File: src/rtl/store_rmw_unit_pkg.sv
// Shared types and helpers for the store read-modify-write unit.
package store_rmw_unit_pkg;

  // Store operation encodings as delivered by the MEM stage.
  typedef enum logic [1:0] {
    ST_NONE = 2'b00,
    ST_SB   = 2'b01,
    ST_SH   = 2'b10,
    ST_SW   = 2'b11
  } store_op_e;

  // Sequencer states; sw jumps straight from IDLE to WRITE.
  typedef enum logic [1:0] {
    S_IDLE  = 2'd0,
    S_READ  = 2'd1,
    S_WAIT  = 2'd2,
    S_WRITE = 2'd3
  } state_e;

  // A halfword must sit on an even byte and a word on a multiple of four;
  // bytes can never be misaligned.
  function automatic logic is_misaligned(input store_op_e op, input logic [1:0] lane);
    logic bad;
    bad = 1'b0;
    case (op)
      ST_SH:   bad = lane[0];
      ST_SW:   bad = (lane != 2'b00);
      default: bad = 1'b0;
    endcase
    return bad;
  endfunction

endpackage

File: src/rtl/store_rmw_unit_merge.sv
// Combinational lane merge: drops the store data into the selected byte or
// halfword lane of the word read from memory, mirroring the load extender.
module store_rmw_unit_merge
  import store_rmw_unit_pkg::*;
(
  input  logic [31:0] old_word,
  input  logic [31:0] wdata,
  input  store_op_e   op,
  input  logic [1:0]  lane,
  output logic [31:0] new_word
);

  // Replace only the addressed lane; every other bit keeps the memory value.
  always_comb begin
    new_word = old_word;
    case (op)
      ST_SB: begin
        case (lane)
          2'd0: new_word[7:0]   = wdata[7:0];
          2'd1: new_word[15:8]  = wdata[7:0];
          2'd2: new_word[23:16] = wdata[7:0];
          2'd3: new_word[31:24] = wdata[7:0];
          default: new_word = old_word;
        endcase
      end
      ST_SH: begin
        if (lane[1]) begin
          new_word[31:16] = wdata[15:0];
        end else begin
          new_word[15:0] = wdata[15:0];
        end
      end
      ST_SW:   new_word = wdata;
      default: new_word = old_word;
    endcase
  end

endmodule

File: src/rtl/store_rmw_unit.sv
// Store unit for a data memory without byte enables: sw writes through,
// sb/sh read the word, merge the lane and write it back. Moore outputs only.
module store_rmw_unit
  import store_rmw_unit_pkg::*;
#(
  parameter int MEM_AW = 10
) (
  input  logic              clk,
  input  logic              reset,
  input  logic              req_valid,
  output logic              req_ready,
  input  logic [1:0]        store_op,
  input  logic [31:0]       addr,
  input  logic [31:0]       wdata,
  output logic [MEM_AW-1:0] mem_addr,
  output logic              mem_rd_en,
  input  logic [31:0]       mem_rdata,
  output logic              mem_wr_en,
  output logic [31:0]       mem_wdata,
  output logic              done,
  output logic              addr_err
);

  state_e             state_q;
  state_e             state_d;
  store_op_e          op_in;
  store_op_e          op_q;
  logic [MEM_AW+1:0]  addr_q;
  logic [31:0]        data_q;
  logic [31:0]        merge_q;
  logic [31:0]        merged_word;
  logic               accept;
  logic               misaligned;
  logic               addr_err_q;
  logic               unused_addr_bits;

  assign op_in            = store_op_e'(store_op);
  assign accept           = req_valid && (state_q == S_IDLE) && (op_in != ST_NONE);
  assign misaligned       = is_misaligned(op_in, addr[1:0]);
  assign unused_addr_bits = ^addr[31:MEM_AW+2];

  store_rmw_unit_merge u_merge (
    .old_word (mem_rdata),
    .wdata    (data_q),
    .op       (op_q),
    .lane     (addr_q[1:0]),
    .new_word (merged_word)
  );

  // State register; reset abandons any operation so a pending write never issues.
  always_ff @(posedge clk or posedge reset) begin
    if (reset) begin
      state_q <= S_IDLE;
    end else begin
      state_q <= state_d;
    end
  end

  // Next state and Moore outputs decoded from the state and latched copies.
  always_comb begin
    state_d   = state_q;
    req_ready = 1'b0;
    mem_rd_en = 1'b0;
    mem_wr_en = 1'b0;
    done      = 1'b0;
    mem_addr  = '0;
    mem_wdata = '0;
    case (state_q)
      S_IDLE: begin
        req_ready = 1'b1;
        if (accept && !misaligned) begin
          state_d = (op_in == ST_SW) ? S_WRITE : S_READ;
        end
      end
      S_READ: begin
        mem_rd_en = 1'b1;
        mem_addr  = addr_q[MEM_AW+1:2];
        state_d   = S_WAIT;
      end
      S_WAIT: begin
        mem_addr = addr_q[MEM_AW+1:2];
        state_d  = S_WRITE;
      end
      S_WRITE: begin
        mem_wr_en = 1'b1;
        done      = 1'b1;
        mem_addr  = addr_q[MEM_AW+1:2];
        mem_wdata = (op_q == ST_SW) ? data_q : merge_q;
        state_d   = S_IDLE;
      end
      default: state_d = S_IDLE;
    endcase
  end

  // Capture the request on an aligned accept; later input changes are ignored.
  always_ff @(posedge clk or posedge reset) begin
    if (reset) begin
      op_q   <= ST_NONE;
      addr_q <= '0;
      data_q <= '0;
    end else if (accept && !misaligned) begin
      op_q   <= op_in;
      addr_q <= addr[MEM_AW+1:0];
      data_q <= wdata;
    end
  end

  // Merge register: read data arrives in WAIT and is combined with the lane there.
  always_ff @(posedge clk or posedge reset) begin
    if (reset) begin
      merge_q <= '0;
    end else if (state_q == S_WAIT) begin
      merge_q <= merged_word;
    end
  end

  // Misalignment pulse one cycle after the offending accept.
  always_ff @(posedge clk or posedge reset) begin
    if (reset) begin
      addr_err_q <= 1'b0;
    end else begin
      addr_err_q <= accept && misaligned;
    end
  end

  assign addr_err = addr_err_q;

endmodule

File: config.mk
export PLATFORM = sky130hd
export DESIGN_NAME = store_rmw_unit
export DESIGN_NICKNAME = d
export VERILOG_FILES = /design/src/rtl/store_rmw_unit_pkg.sv /design/src/rtl/store_rmw_unit_merge.sv /design/src/rtl/store_rmw_unit.sv
export SDC_FILE = /design/constraint.sdc
export NUM_CORES = 1
export LEC_CHECK = 0
export ABC_AREA = 1
export CAP_MARGIN = 10
export CORE_ASPECT_RATIO = 1.5
export CORE_MARGIN = 2
export CORE_UTILIZATION = 48
export DETAILED_ROUTE_END_ITERATION = 10
export PLACE_DENSITY = 0.81
export SETUP_SLACK_MARGIN = 0.1
export SYNTH_ARGS = -nofsm -noshare
export SYNTH_HDL_FRONTEND = slang
export SYNTH_SLANG_ARGS = --single-unit
File: constraint.sdc
create_clock -name clk -period 3.5 [get_ports clk]
set_input_delay 0.525 -clock clk [delete_from_list [all_inputs] [get_ports clk]]
set_output_delay 0.525 -clock clk [all_outputs]
set_load 0.01 [all_outputs]
# Yosys cells after proc, flatten, opt, wreduce, memory -nomap -nowiden
# Cells that the tools add are included.
[classes]
n_addsub = 0
mul = 0
div_mod_pow = 0
n_lt_le_gt_ge = 0
n_eq_ne = 12
shift = 0
mux = 17
n_bitwise = 0
n_reduce_logical = 10
[op_table]
columns = ["op", "n"]
rows = [
  ["32-bit one-hot mux with 3 select lines", 1],
  ["32-bit 2-to-1 mux", 2],
  ["16-bit 2-to-1 mux", 2],
  ["8-bit 2-to-1 mux", 4],
  ["2-bit == test (second input constant)", 8],
  ["10-bit 2-to-1 mux", 1],
  ["2-bit one-hot mux with 4 select lines", 1],
  ["2-bit by 1-bit == test with 1-bit output (second input constant)", 3],
  ["1-bit logical AND", 4],
  ["2-bit zero test", 2],
  ["2-bit 2-to-1 mux", 2],
  ["2-bit nonzero test", 2],
  ["1-bit 2-to-1 mux", 3],
  ["3-bit OR reduction", 1],
  ["2-bit by 1-bit != test with 1-bit output (second input constant)", 1],
  ["1-bit one-hot mux with 2 select lines", 1],
  ["1-bit zero test", 1],
]
[word_totals]
regBits = 81
latch_bits = 0
mem_bits_rw = 0
romBits = 0
inputBits = 101
elab_cells = 45
n_memories = 0

# Depth between registers and ports, before layout
# Gate-level depths: netlist of run 1.
[logic_depth]
depth_word = 6
mapped_depth = 10
depth_no_buf = 8

# By module
# Synthesis of run 1 repeated with hierarchy kept, for this count alone.
[hier_totals]
cells_unflattened = 769
area_unflattened_um2 = 5028.6
[by_module_without_submodules]
columns = ["mod", "n_inst", "cells_each", "area_per_inst_um2", "seq_area_each_um2"]
rows = [
  ["store_rmw_unit", 1, 479, 3731.1, 2026.9],
  ["store_rmw_unit_merge", 1, 290, 1297.5, 0.0],
]

# Worst setup path after synthesis of run 1
# OpenSTA, ideal clock, no wires.
[synth_path]
kind = "register to output"
start = "register state_q[0]"
end = "output port mem_wdata[21]"
arrival_time_ps = 1275
required_time_ps = 2975
setup_slack_ps = 1700
path_stages_with_launch = 5
n_path_buf = 1
path_cell_list = "dfrtp_1 > ha_1 > inv_1 > clkbuf_1 > a21oi_1"
[synth_via]
elab_chain_len = 2
[synth_rtl]
columns = ["item", "line_no", "text"]
rows = [
  ["start: declaration", "store_rmw_unit.sv:24", "state_e state_q;"],
  ["start signal: assignment", "store_rmw_unit.sv:55", "state_q <= state_d;"],
  ["2-bit == test", "store_rmw_unit.sv:68", "case (state_q)"],
  ["32-bit 2-to-1 mux", "store_rmw_unit.sv:68", ""],
  ["end: declaration", "store_rmw_unit.sv:19", "output logic [31:0] mem_wdata,"],
]
# Every way passes these cells.

# Worst setup path after layout of run 1
[layout_path]
start = "register state_q[1]"
end = "output port mem_wdata[31]"
# Same word-level chain as after synthesis.

==> out/results.ini, run 1 <==
[cells_and_area]
nets = 971
final_cells = 986
regArea_um2 = 2030
antenna_cells = 0
area_delta_synth_final_pct = 31.6
layout-drive-gt1-share_pct = 4.95
multi_input_area_um2 = 2500
fillers = 920

[timing]
max_slew_margin_pct = 41.0
fin_ws_ns = 0.663
fin_crit_sh_pct = 81.1
finalSetupViolations = 0
skew_ns = 0.00437
final_max_slew_viol_count = 0
fmax_mhz = 352
tns_ns = 0
rsz0062_at_grt = no
min_period_ns = 2.84
hold_viol_final = 0
worst_pin_slew_ns = 0.885

[setup_path]
crit_arrival_ns = 2.31
r2r-start = addr_q[1]
path_class = flop to primary output
ff2ff_path_depth = 7
cpMaxStageDelayCell = clkdlybuf4s50_1
start_kind = flop
r2r-end = merge_q[14]
worst_path_largest_cell_delay_ns = 0.59
reg2reg_slack_ns = 1.32
crit_chain = ha_1 -> buf_4 -> inv_1 -> a21oi_1 -> clkdlybuf4s50_1
worstPathMaxFanout = 19
endpoint_kind = primary output
path_buf_inv = 3
cp_top_family = buffers and inverters
required_ns = 2.97

[floorplan]
dieArea_um2 = 11200
coreArea_um2 = 10100
die_h_um = 129
chipWidth_um = 87.2
num_rows = 45
initial_core_util_pct = 49.2
num_io_pins = 148

[placement]
globalplace.congestion = 0.949
place_inst = 971
io_buffers = 127
dp_slack_ns = 1.07
dp_hpwl_um = 11000

[detailed_routing]
wirelength_um = 15200
wl_per_cell_um = 15.4
top_layer_used = met4
vias = 5431
wl_met3_um = 1030
via_per_inst = 5.51
met2_length_um = 7600
dr.pass1.iters = 6
drt_iter0_drc = 480
drc_errors = 0
postRouteAntennaNets = 0
wl_met1_um = 5670

[hold_path]
hp-start = data_q[26]
holdPathStages = 2
worstHoldEndpoint = data_q[26]
hold_class = flop to flop

[run_status]
status = finished, final reports clean

[synth]
syn-cell-area_um2 = 4980
ys_seq_area_share_pct = 40.7
syn_nets = 866
synthDistinctLibCells = 21
synthFlopType = dfrtp_1
ys_warn_count = 0
avgSynthCellArea_um2 = 6.56
ys_top_cells_by_area = dfrtp_1, nand2_1, nor2_1
async_flop_share_pct = 100
synthTopCellsByCount = nand2_1, nor2_1, dfrtp_1
synthCells = 760
synth.most_common_cell = nand2_1
synth_area_leader_cell = dfrtp_1
ys_ff_latch = 81
yosysTopAreaCellShare_pct = 40.7
synth_edf_count = 0

[clock_tree]
clockBufferDepth = 2
htree_levels = 3
clock_sinks = 81
cts_resized = 0
clk_latency_ns = 0.34
cts_buffers = 9
path_clk_slew_ns = 0.06
hold_buffers = 0
tritoncts = done
cts_setup_buffers = 0
cts_root_buffer = clkbuf_16

[global_route]
antenna_found_initial = 0
grt_pass1_vias = 5154
grt_usage_pct = 27.9
grt_max_degree = 52
overflow = 0
grt_pass1_wl_um = 24600

[power_and_ir_drop]
leakage_nw = 3.29
ir_drop_v = 0.000543
power_density_nw_per_um2 = 868

[run]
cap_violations = 0

registers in the layout, summed over array words and instances (netlist names):
name and flops:
op_q 2, data_q 32, addr_q 12, addr_err 1
merge_q 32, state_q 2
worst reg2reg max path, cell delays in order (launching register included):
cell	delay (ns)
dfrtp_1	0.32
buf_4	0.33
inv_1	0.31
a21oi_1	0.77
nand2_1	0.14
nand3_1	0.12
nand2_1	0.06
nand2_1	0.09
worst max-delay path by stage:
stage	startpoint	to	slack, ns	depth (start not counted)
floorplan	reset	addr_err	0.89	1
global placement	state_q[0]	mem_wdata[31]	1.08	5
detailed placement	state_q[0]	mem_wdata[31]	1.07	5
CTS	state_q[0]	mem_wdata[31]	0.70	5
global route	op_q[1]	mem_wdata[26]	0.56	5
finish	state_q[1]	mem_wdata[31]	0.66	5
metal layers:
metal  global-route usage, %  up-vias
li1                        -     2589
met1                    33.0     2511
met2                    46.5      267
met3                    4.75       64
met4                    17.5        0
met5                       0        -
through the flow:
stage	hold slack [ns]	cell area [um^2]	power, W	util [%]
global placement	0.456	6250	0.00454	61.6
finish	0.471	6560	0.00570	64.7
detailed placement	0.459	6250	0.00465	61.6
global route	0.495	6560	0.00613	64.7
CTS	0.475	6560	0.00567	64.7
floorplan	0.442	4980	0.00367	-
area by class of cell:
| type | instances | share of cell area (%) |
|---|---|---|
| Clock buffer | 12 | 3.76 |
| Clock inverter | 3 | 0.992 |
| Inverter | 53 | 3.03 |
| Multi-Input combinational cell | 581 | 38.1 |
| Sequential cell | 81 | 30.9 |
| Tap cell | 117 | 2.23 |
| Timing Repair Buffer | 139 | 20.9 |
cell families after synthesis:
| group | synth area share (%) |
|---|---|
| DFF | 40.7 |
| adders and majority gates | 1.26 |
| and+or+nand+nor | 40.5 |
| AOI/OAI and AO/OA | 8.41 |
| buffers and inverters | 9.19 |
power by group:
part / internal (W) / total (W) / switching [W]
clock: 0.000640 / 0.00100 / 0.000363
combinational: 0.00115 / 0.00295 / 0.00180
sequential: 0.00139 / 0.00175 / 0.000359
placed cells by master, fill, tap and decap left out, types with 2 or more instances in the layout:
cell | synthesis | layout
nand2_1 | 291 | 291
clkdlybuf4s50_1 | 0 | 127
nor2_1 | 119 | 119
dfrtp_1 | 81 | 81
nand3_1 | 68 | 68
inv_1 | 49 | 48
a21oi_1 | 45 | 45
o21ai_1 | 13 | 13
nand4_1 | 13 | 13
o21ai_0 | 13 | 13
buf_4 | 11 | 11
clkbuf_16 | 0 | 9
inv_2 | 4 | 5
or2_2 | 5 | 5
nand2_2 | 4 | 4
ha_1 | 5 | 4
a21oi_4 | 3 | 3
clkbuf_1 | 14 | 2
bufinv_16 | 0 | 2
Note: power is estimated with default switching activity, not from simulation.
==> run 2, diff against run 1 <==
--- a/config.mk
+++ b/config.mk
@@ -9,9 +9,9 @@
 export CAP_MARGIN = 10
 export CORE_ASPECT_RATIO = 1.5
 export CORE_MARGIN = 2
-export CORE_UTILIZATION = 48
+export CORE_UTILIZATION = 43
 export DETAILED_ROUTE_END_ITERATION = 10
-export PLACE_DENSITY = 0.81
+export PLACE_DENSITY = 0.77
 export SETUP_SLACK_MARGIN = 0.1
 export SYNTH_ARGS = -nofsm -noshare
 export SYNTH_HDL_FRONTEND = slang
==> constraint.sdc (replaced) <==
create_clock -name clk -period 2.58 [get_ports clk]
set_input_delay 0.387 -clock clk [delete_from_list [all_inputs] [get_ports clk]]
set_output_delay 0.387 -clock clk [all_outputs]
set_load 0.01 [all_outputs]
==> out/results.ini, run 2 (synthesized netlist as in run 1, its figures left out) <==
[clock_tree]
clock_sinks = 81  ; unchanged
tritoncts = done
htree_levels = 3  ; unchanged
cts_root_buffer = clkbuf_16
clk_latency_ns = 0.35  ; about the same
cts_buffers = 9  ; unchanged
hold_buffers = 0  ; unchanged
path_clk_slew_ns = 0.07  ; about the same
clockBufferDepth = 2  ; unchanged

[global_route]
grt_pass1_vias = 4904  ; -4.9%
grt_pass1_wl_um = 24300  ; -1.1%
met1_usage_pct = 29.2  ; -3.9 points
grt.met2_usage_pct = 43.2  ; -3.3 points
use_met3_pct = 3.49  ; -1.3 points
grt_usage_pct = 24.9  ; -3.0 points
overflow = 0  ; unchanged
grt_busiest_layer = met2
grt_max_degree = 38  ; -27%
antenna_found_initial = 0  ; unchanged

[floorplan]
chipWidth_um = 91.9  ; +5.4%
coreArea_um2 = 11400  ; +13%
num_io_pins = 148  ; unchanged
die_h_um = 136  ; +5.5%
num_rows = 48  ; +6.7%
initial_core_util_pct = 43.7  ; -5.5 points
dieArea_um2 = 12500  ; +11%

[detailed_routing]
vias = 5250  ; -3.3%
wirelength_um = 15200  ; +0.47%
drc_errors = 0  ; unchanged
via_per_inst = 5.12  ; -7.0%
postRouteAntennaNets = 0  ; unchanged
drt_iter0_drc = 421  ; -12%
wl_per_cell_um = 14.9  ; -3.4%
dr.pass1.iters = 5  ; -1

[timing]
fin_ws_ns = 0.180  ; -0.483 ns
max_slew_margin_pct = 58.2  ; +17 points
min_period_ns = 2.40
rsz0062_at_grt = yes
final_max_slew_viol_count = 0  ; unchanged
worst_pin_slew_ns = 0.627  ; -0.257 ns
finalSetupViolations = 0  ; unchanged
fin_crit_sh_pct = 93.0
skew_ns = 0.00729  ; +0.00292 ns
tns_ns = 0  ; unchanged
fmax_mhz = 417
hold_viol_final = 0  ; unchanged

[setup_path]
critPathLaunch = state_q[0]
worstPathMaxFanout = 15  ; -4
r2r-end = merge_q[27]
r2r-start = state_q[0]
endpoint_kind = primary output
reg2reg_slack_ns = 0.78  ; -0.54 ns
crit_path_end = mem_wdata[25]
ff2ff_path_depth = 6  ; -1
required_ns = 2.19  ; -0.78 ns
path_class = flop to primary output
start_kind = flop
crit_arrival_ns = 2.01  ; -0.30 ns

[power_and_ir_drop]
power_density_nw_per_um2 = 1150  ; +33%
ir_drop_v = 0.000649  ; +20%
leakage_nw = 3.36  ; +2.4%

[cells_and_area]
final_common_cell = nand2_1
finish.instance_area_um2 = 6670  ; +1.7%
reg_top3 = data_q x32, merge_q x32, addr_q x12
fillers = 1100  ; +20%
final_cells = 1025  ; +4.0%
layout-drive-gt1-share_pct = 6.06  ; +1.1 points
mostFrequentLayoutCells = nand2_1, clkdlybuf4s50_1, nor2_1
antenna_cells = 0  ; unchanged
area_delta_synth_final_pct = 33.9
nets = 976  ; +0.51%

[placement]
dpl-instance-area_um2 = 6330  ; +1.4%
dp_hpwl_um = 11000  ; -0.61%
io_buffers = 127  ; unchanged
globalplace.congestion = 0.914  ; -3.7%
place_inst = 1008  ; +3.8%
dp_slack_ns = 0.382  ; -0.688 ns

[run]
cap_violations = 0  ; unchanged

[run_status]
status = finished, final reports clean

[hold_path]
hold_class = input pin to asynchronous set/reset pin

## run 2: cell types whose count changed in the layout (fill, tap and decap cells not counted), moves of 2 or more
cell / previous run / this run
buf_4: 11 / 13
clkbuf_1: 2 / 0
bufinv_16: 2 / 0
clkdlybuf4s50_1: 127 / 124
inv_6: 0 / 2
inv_2: 5 / 3
clkinv_4: 0 / 2
buf_12: 1 / 3
dlymetal6s2s_1: 0 / 3
## run 2: per-stage QoR
step / hold WS, ns / utilization [%] / total power, W
5_1_grt: 0.450 / 58.5 / 0.00833
3_5_place_dp: 0.458 / 55.5 / 0.00635
2_1_floorplan: 0.442 / - / 0.00498
6_report: 0.399 / 58.5 / 0.00770
3_3_place_gp: 0.455 / 55.5 / 0.00628
4_1_cts: 0.412 / 58.1 / 0.00767
## run 2: cell type report
type | count | area (um^2) | area share [%]
flip-flops and latches | 81 | 2030 | 30.4
clock buffers | 11 | 253 | 3.79
repair buffers | 144 | 1450 | 21.7
inverters | 53 | 206 | 3.09
well taps | 150 | 188 | 2.81
clock inverters | 5 | 46.3 | 0.694
multi-input cells | 581 | 2500 | 37.5
## run 2: metal layers
metal  wire length [um]  share of wire, %
met1               5930                39
met2               7690                51
met5                  0                 0
met4                760               5.0
met3                848               5.6
## run 2: power breakdown
group / internal (W) / switching (W)
sequential: 0.00188 / 0.000477
clock: 0.000722 / 0.000567
combinational: 0.00163 / 0.00242
total: 0.00423 / 0.00347
## run 2: critical path: stages (launching register included)
cell             delay, ns
dfrtp_1               0.40
ha_2                  0.23
clkinvlp_4            0.12
buf_12                0.16
a21oi_1               0.17
clkdlybuf4s50_1       0.57
## run 2: worst min-delay path by stage
| stage | startpoint | to | slack [ns] | depth (start not counted) |
|---|---|---|---|---|
| final | reset | addr_q[4] | 0.40 | 2 |
| after global routing | reset | state_q[0] | 0.45 | 2 |
| after CTS | reset | addr_q[8] | 0.41 | 2 |
| after detailed placement | data_q[23] | data_q[23] | 0.46 | 2 |
| after global placement | data_q[23] | data_q[23] | 0.45 | 2 |
| after floorplan | data_q[16] | data_q[16] | 0.44 | 2 |
## run 2: what timing repair did
action,in CTS,in global routing
setup endpoints to repair,25,23
gates resized for setup,1,6
buffers inserted,0,1
endpoints found under the hold margin,0,0
gates cloned,0,0
